[src/rtl/dcache_ctrl.sv]
// Main sequencing FSM of the 2-way set-associative write-back data cache.
// Steps each CPU access through lookup, hit completion, victim writeback,
// line refill and replay lookup, and drives the replacement-tracker strobes.
module dcache_ctrl #(
  parameter int LINE_WORDS = 4,
  parameter int BEAT_W     = 2,
  parameter int PERF_W     = 32
) (
  input  logic              clk,
  input  logic              rstn,
  input  logic              cpu_req,
  input  logic              cpu_we,
  output logic              req_latch,
  output logic              cpu_done,
  input  logic              hit1,
  input  logic              hit2,
  input  logic              way_sel,
  input  logic              victim_dirty,
  output logic              lru_update,
  output logic              lru_change,
  output logic              hit_way,
  output logic              data_we,
  output logic              victim_way,
  output logic [BEAT_W-1:0] beat_cnt,
  output logic              mem_wr_req,
  input  logic              mem_wr_ack,
  output logic              mem_wr_valid,
  input  logic              mem_wr_ready,
  output logic              mem_rd_req,
  input  logic              mem_rd_ack,
  input  logic              mem_rd_valid,
  output logic              refill_we,
  output logic              tag_we,
  output logic [PERF_W-1:0] hit_cnt,
  output logic [PERF_W-1:0] miss_cnt
);

  typedef enum logic [2:0] {
    IDLE, LOOKUP, WB_REQ, WB_DATA, RF_REQ, RF_DATA, REFILL
  } state_t;

  state_t state, state_nxt;
  logic   replay;     // set by REFILL so the replay hit is not counted as a hit
  logic   we_q;       // store/load flag captured with the request
  logic   hit;
  logic   last_beat;

  assign hit       = hit1 | hit2;
  assign last_beat = (beat_cnt == BEAT_W'(LINE_WORDS - 1));

  // Performance counters stick at all-ones instead of wrapping.
  function automatic logic [PERF_W-1:0] sat_inc(input logic [PERF_W-1:0] v);
    sat_inc = (&v) ? v : v + PERF_W'(1);
  endfunction

  // State register.
  always_ff @(posedge clk or negedge rstn) begin
    if (!rstn) state <= IDLE;
    else       state <= state_nxt;
  end

  // Next-state and combinational strobes.
  always_comb begin
    state_nxt    = state;
    req_latch    = 1'b0;
    cpu_done     = 1'b0;
    lru_update   = 1'b0;
    lru_change   = 1'b0;
    hit_way      = 1'b0;
    data_we      = 1'b0;
    mem_wr_req   = 1'b0;
    mem_wr_valid = 1'b0;
    mem_rd_req   = 1'b0;
    refill_we    = 1'b0;
    tag_we       = 1'b0;
    unique case (state)
      IDLE: begin
        req_latch = cpu_req;
        if (cpu_req) state_nxt = LOOKUP;
      end
      LOOKUP: begin
        if (hit) begin
          cpu_done   = 1'b1;
          lru_update = 1'b1;
          hit_way    = hit2;
          data_we    = we_q;
          state_nxt  = IDLE;
        end else if (victim_dirty) begin
          state_nxt = WB_REQ;
        end else begin
          state_nxt = RF_REQ;
        end
      end
      WB_REQ: begin
        mem_wr_req = 1'b1;
        if (mem_wr_ack) state_nxt = WB_DATA;
      end
      WB_DATA: begin
        mem_wr_valid = 1'b1;
        if (mem_wr_ready && last_beat) state_nxt = RF_REQ;
      end
      RF_REQ: begin
        mem_rd_req = 1'b1;
        if (mem_rd_ack) state_nxt = RF_DATA;
      end
      RF_DATA: begin
        refill_we = mem_rd_valid;
        if (mem_rd_valid && last_beat) state_nxt = REFILL;
      end
      REFILL: begin
        tag_we     = 1'b1;
        lru_change = 1'b1;
        state_nxt  = LOOKUP;
      end
      default: state_nxt = IDLE;
    endcase
  end

  // Beat counter, victim way, replay flag and performance counters.
  always_ff @(posedge clk or negedge rstn) begin
    if (!rstn) begin
      beat_cnt   <= '0;
      victim_way <= 1'b0;
      hit_cnt    <= '0;
      miss_cnt   <= '0;
      replay     <= 1'b0;
    end else begin
      unique case (state)
        LOOKUP: begin
          if (hit) begin
            if (!replay) hit_cnt <= sat_inc(hit_cnt);
            replay <= 1'b0;
          end else begin
            miss_cnt   <= sat_inc(miss_cnt);
            victim_way <= way_sel;
            beat_cnt   <= '0;
          end
        end
        WB_DATA: if (mem_wr_ready) beat_cnt <= beat_cnt + BEAT_W'(1);
        RF_DATA: if (mem_rd_valid) beat_cnt <= beat_cnt + BEAT_W'(1);
        REFILL:  replay <= 1'b1;
        default: ;
      endcase
    end
  end

  // Store/load flag captured alongside the external request latch.
  always_ff @(posedge clk) begin
    if (state == IDLE && cpu_req) we_q <= cpu_we;
  end

endmodule

[config.mk]
export PLATFORM = sky130hd
export DESIGN_NAME = dcache_ctrl
export DESIGN_NICKNAME = d
export VERILOG_FILES = /design/src/rtl/dcache_ctrl.sv
export SDC_FILE = /design/constraint.sdc
export NUM_CORES = 1
export LEC_CHECK = 0
export ABC_AREA = 1
export CORE_MARGIN = 2
export CORE_UTILIZATION = 30
export CTS_CLUSTER_DIAMETER = 200
export DETAILED_ROUTE_END_ITERATION = 8
export HOLD_SLACK_MARGIN = 0.12
export SLEW_MARGIN = 20
export SYNTH_ARGS = -nofsm -noshare
export SYNTH_HDL_FRONTEND = slang
export SYNTH_SLANG_ARGS = --single-unit
[constraint.sdc]
create_clock -name clk -period 2.94 [get_ports clk]
set_input_delay 0.441 -clock clk [delete_from_list [all_inputs] [get_ports clk]]
set_output_delay 0.441 -clock clk [all_outputs]
set_load 0.005 [all_outputs]
After elaboration in Yosys (flattened, before gate mapping):

Index checks and enable logic that the tools add are counted.

* flip-flop bits (word level): 72
* latch bits: 0
* bits in writable memories: 0
* ROM bits: 0
* bits of input ports: 12
* output and inout bits: 78
* logic and storage cells: 71
* memories kept: 0

* add/sub/neg operators: 3
* $mul: 0
* divide/modulo/power cells: 0
* magnitude comparators: 0
* equality and inequality tests: 16
* shift operators: 0
* muxes and demuxes: 26
* bitwise logic cells: 5
* reductions and logical operators: 14

Operators by type and width (number)
* $add 32x1->32 const B: 2
* $reduce_and 32->1: 2
* $mux 3: 7
* $pmux 3 s7: 1
* $ne 2x2->1 const B: 9
* $mux 1: 13
* $eq 3x3->1 const B: 3
* $reduce_and 4->1: 2
* $eq 3x2->1 const B: 2
* $mux 2: 3
* $pmux 2 s3: 1
* $reduce_and 5->1: 1
* $not 1->1: 4
* $reduce_and 2->1: 2
* $eq 3x1->1 const B: 1
* $logic_and 1x1->1: 3
* $logic_not 3->1: 1
* $reduce_and 3->1: 1
* $reduce_bool 3->1: 1
* $add 2x1->2 const B: 1
* $eq 2x2->1 const B: 1
* $pmux 1 s2: 1
* $reduce_bool 2->1: 1
* $or 1x1->1: 1

Logic depth before layout (Yosys ltp):

* depth in word-level cells: 4
* gate-level depth with buffers: 11
* mapped depth without buffers: 10

Worst setup path before layout:

OpenSTA, ideal clock, no wires.

* path type: flip-flop to flip-flop
* from: reg hit_cnt[0]
* to: reg hit_cnt[10]
* library setup time: 0.116 ns
* arrival time: 1.559 ns
* data required time: 2.824 ns
* setup slack: 1.264 ns
* stages on the path, launching flop included: 12
* buffers on the path: 1
* clock period less this slack: 1.676 ns
* path through: dfrtp_1 -> ha_1 -> nand2_2 -> nor2_4 -> nand2_4 -> nor2_4 -> nand2_2 -> nand2_2 -> nor2_4 -> buf_6 -> nand2_1 -> nand2_1

* cells in the longest elaborated chain, start to end: 3
* elaborated cells between the ends (all ways): 4
* classes of those cells: add/sub: 1; bitwise: 1; reduce/logical: 2

RTL lines
* start, declared: line 34 `output logic [PERF_W-1:0] hit_cnt,`
* start signal, assigned: line 131 `if (!replay) hit_cnt <= sat_inc(hit_cnt);`
* parallel branches: the longest is 3 deep, another holds $add 32x1->32

Several ways; the timed one is not identified.
A chain may end at the register's enable or synchronous reset.

Final worst setup path:

* from: reg state[2]
* to: out lru_update

* cells in the longest elaborated chain, start to end: 2

RTL lines
* start, declared: line 42 `state_t state, state_nxt;`
* start signal, assigned: line 59 `else state <= state_nxt;`
* $eq 3x1->1: line 76 `unique case (state)`
* $mux 1: line 76
* end, declared: line 19 `output logic lru_update,`

No other way between the ends.

==> flow_metrics.py <==
metrics = {
    "synthesis": {
        "netlist_area_um2": 4870,
        "synthCells": 728,
        "synth-main-ff-cell": "dfrtp_1",
        "async_reset_ff_share_pct": 98.6,
        "synth_nets": 743,
        "avgSynthCellArea_um2": 6.70,
        "yosysWarnings": 0,
        "synth_cell_types": 29,
        "synth-edff-count": 1,
        "synth.yosys.seq_area_share_pct": 37.1,
        "synth_seq_cells": 72,
    },
    "detailed_routing": {
        "first_iter_violations": 266,
        "first_pass_iters": 4,
        "wl_per_cell_um": 12.6,
        "vias_per_cell": 4.43,
        "drc": 0,
        "vias": 4584,
        "drt-total-wl_um": 13000,
        "antenna_left": 0,
    },
    "timing": {
        "timing.hold.ws_ns": 0.224,
        "fmax_mhz": 443,
        "setup_tns_ns": 0,
        "slew_viol_final": 0,
        "fin_skew_ns": 0.00992,
        "slew_headroom_pct": 36.8,
        "tightest_slew_ns": 0.947,
        "setup_viol": 0,
        "post-route-min-period_ns": 2.26,
        "finalWorstSetupSlack_ns": 0.682,
        "finalHoldViolations": 0,
        "rsz0062_at_grt": "no",
        "period_share_pct": 76.8,
    },
    "status": {
        "status": "complete, no violations",
    },
    "place": {
        "dp_cells": 1019,
        "gp_congestion": 0.886,
        "post-place-ws_ns": 0.594,
        "port_buffers": 89,
        "dpl.hpwl_um": 9430,
    },
    "finish": {
        "drive_gt1_share_pct": 7.33,
        "most-common-layout-cells": "nand2_1 (364), nor2_1 (104), clkdlybuf4s50_1 (88), dfrtp_1 (71)",
        "final_common_cell": "nand2_1",
        "nets": 829,
        "instances_no_fill": 1035,
        "area_delta_synth_final_pct": 26.4,
        "antenna-diode-count": 0,
        "num-fill-cells": 1724,
    },
    "worst_hold_path": {
        "hp-class": "input port to asynchronous set/reset pin",
    },
    "critical_path": {
        "crit_slowest_cell": "clkdlybuf4s50_1",
        "worst_path_largest_cell_delay_ns": 0.55,
        "path_class": "flip-flop to primary output",
        "critPathCaptureType": "primary output",
        "crit_path_max_fanout": 6,
        "startpoint_type": "flip-flop",
        "arrival_ns": 1.82,
        "cp_cell_sequence": "inv_2, nand3_2, nor2_4, clkdlybuf4s50_1",
        "worstPathRequired_ns": 2.50,
    },
    "cts": {
        "cts_sinks": 72,
        "cts_buffers": 9,
        "root_buffer": "clkbuf_16",
        "cts_buffer_depth": 2,
        "cts_htree_levels": 3,
        "clk_pin_slew_ns": 0.06,
        "post-cts-setup-buffers": 0,
        "insertion_delay_ns": 0.34,
        "cts_tree": "yes",
        "ctsResizeCount": 0,
        "cts_hold_buf": 0,
    },
    "power": {
        "pwr_density_cell_nw_per_um2": 515,
        "ir_drop_v": 0.000316,
        "swShare_pct": 35.1,
        "pwr-share-comb_pct": 28.5,
        "power_mw": 3.17,
        "p_int_mw": 2.06,
        "p_leak_nw": 2.69,
        "switchingPower_mw": 1.11,
        "power.share.sequential_pct": 38.8,
        "clockPowerShare_pct": 32.7,
    },
    "floorplanning": {
        "core_area_um2": 15900,
        "die_y_um": 131,
        "ios": 90,
        "start_util_pct": 30.7,
        "dieWidth_um": 131,
        "die_area_um2": 17300,
        "num_rows": 46,
    },
    "global_route": {
        "busiest_layer": "met2",
        "gr-total-overflow": 0,
        "antenna_found_initial": 0,
        "met2_usage_pct": 23.3,
        "first_global_vias": 4221,
        "grt_pass1_wl_um": 21500,
        "use_met1_pct": 22.0,
        "grt_max_degree": 72,
        "grtUsageTotal_pct": 15.5,
        "use_met3_pct": 3.55,
    },
    "job": {
        "maxCapViolCount": 0,
    },
}
[registers in the layout, summed over array words and instances, names as in the netlist]
signal and count:
miss_cnt 32, victim_way 1, we_q 1, replay 1, hit_cnt 32, state 3, beat_cnt 2
[routing by layer]
| layer | up-vias | wire (um) |
|---|---|---|
| li1 | 2421 | - |
| met1 | 2045 | 6590 |
| met2 | 109 | 5560 |
| met3 | 9 | 756 |
| met4 | 0 | 108 |
| met5 | - | 0 |
[layout make-up]
class                           instances  area, um^2  area share (%)
Multi-Input combinational cell        608        2790            45.3
Sequential cell                        72        1810            29.3
Clock inverter                          5        32.5           0.528
Timing Repair Buffer                   90         896            14.5
Inverter                               33         124            2.01
Clock buffer                           11         243            3.94
Tap cell                              216         270            4.39
[cell usage after synthesis, types with 5 or more instances]
library cell	n	area, um^2
o21ai_0	12	60.1
nor2_4	8	90.1
inv_1	28	105
xnor2_1	11	96.3
dfrtp_1	71	1780
nand4_1	5	31.3
nor2_2	6	37.5
nand3_1	14	70.1
nand2_2	19	119
nand2_1	364	1370
xor2_1	18	158
nor2_1	104	390
inv_2	5	18.8
nand3b_1	28	210
buf_6	6	67.6
[power by group through the flow]
stage	Sequential [mW]	Combinational (mW)	Clock, mW
floorplan	1.20	0.684	0
global placement	1.25	0.914	0
detailed placement	1.25	0.922	0
CTS	1.23	0.923	1.07
global route	1.25	1.03	1.12
finish	1.23	0.905	1.04
[stage by stage]
| step | util, % | instance area [um^2] |
|---|---|---|
| floorplan | - | 4870 |
| global placement | 37.1 | 5890 |
| detailed placement | 37.1 | 5890 |
| CTS | 38.8 | 6160 |
| global route | 38.8 | 6160 |
| finish | 38.8 | 6160 |
[worst max-delay path, delay by kind of cell (launching register included)]
| family | cells | cell delay (ns) |
|---|---|---|
| simple gates | 2 | 0.37 |
| buf+inv | 2 | 0.68 |
| flops | 1 | 0.43 |
[cells by family after synthesis]
group | share of synthesized area (%)
buf+inv | 5.72
fa+ha+maj | 0.770
flops | 37.1
compound gates | 2.05
simple gates | 49.2
xor+xnor | 5.21
[final timing paths]
check / startpoint / end / slack [ns] / depth (start not counted)
max: state[2]$_DFFE_PN0P_ / lru_update / 0.68 / 4
min: rstn / hit_cnt[15]$_DFFE_PN0P_ / 0.22 / 1
max reg2reg: hit_cnt[0]$_DFFE_PN0P_ / hit_cnt[2]$_DFFE_PN0P_ / 0.81 / 8
min reg2reg: victim_way$_DFFE_PN0P_ / victim_way$_DFFE_PN0P_ / 0.47 / 2
max in group asynchronous: rstn / miss_cnt[10]$_DFFE_PN0P_ / 2.07 / 1
min in group clk: victim_way$_DFFE_PN0P_ / victim_way$_DFFE_PN0P_ / 0.47 / 2
(Power assumes the default switching activity.)
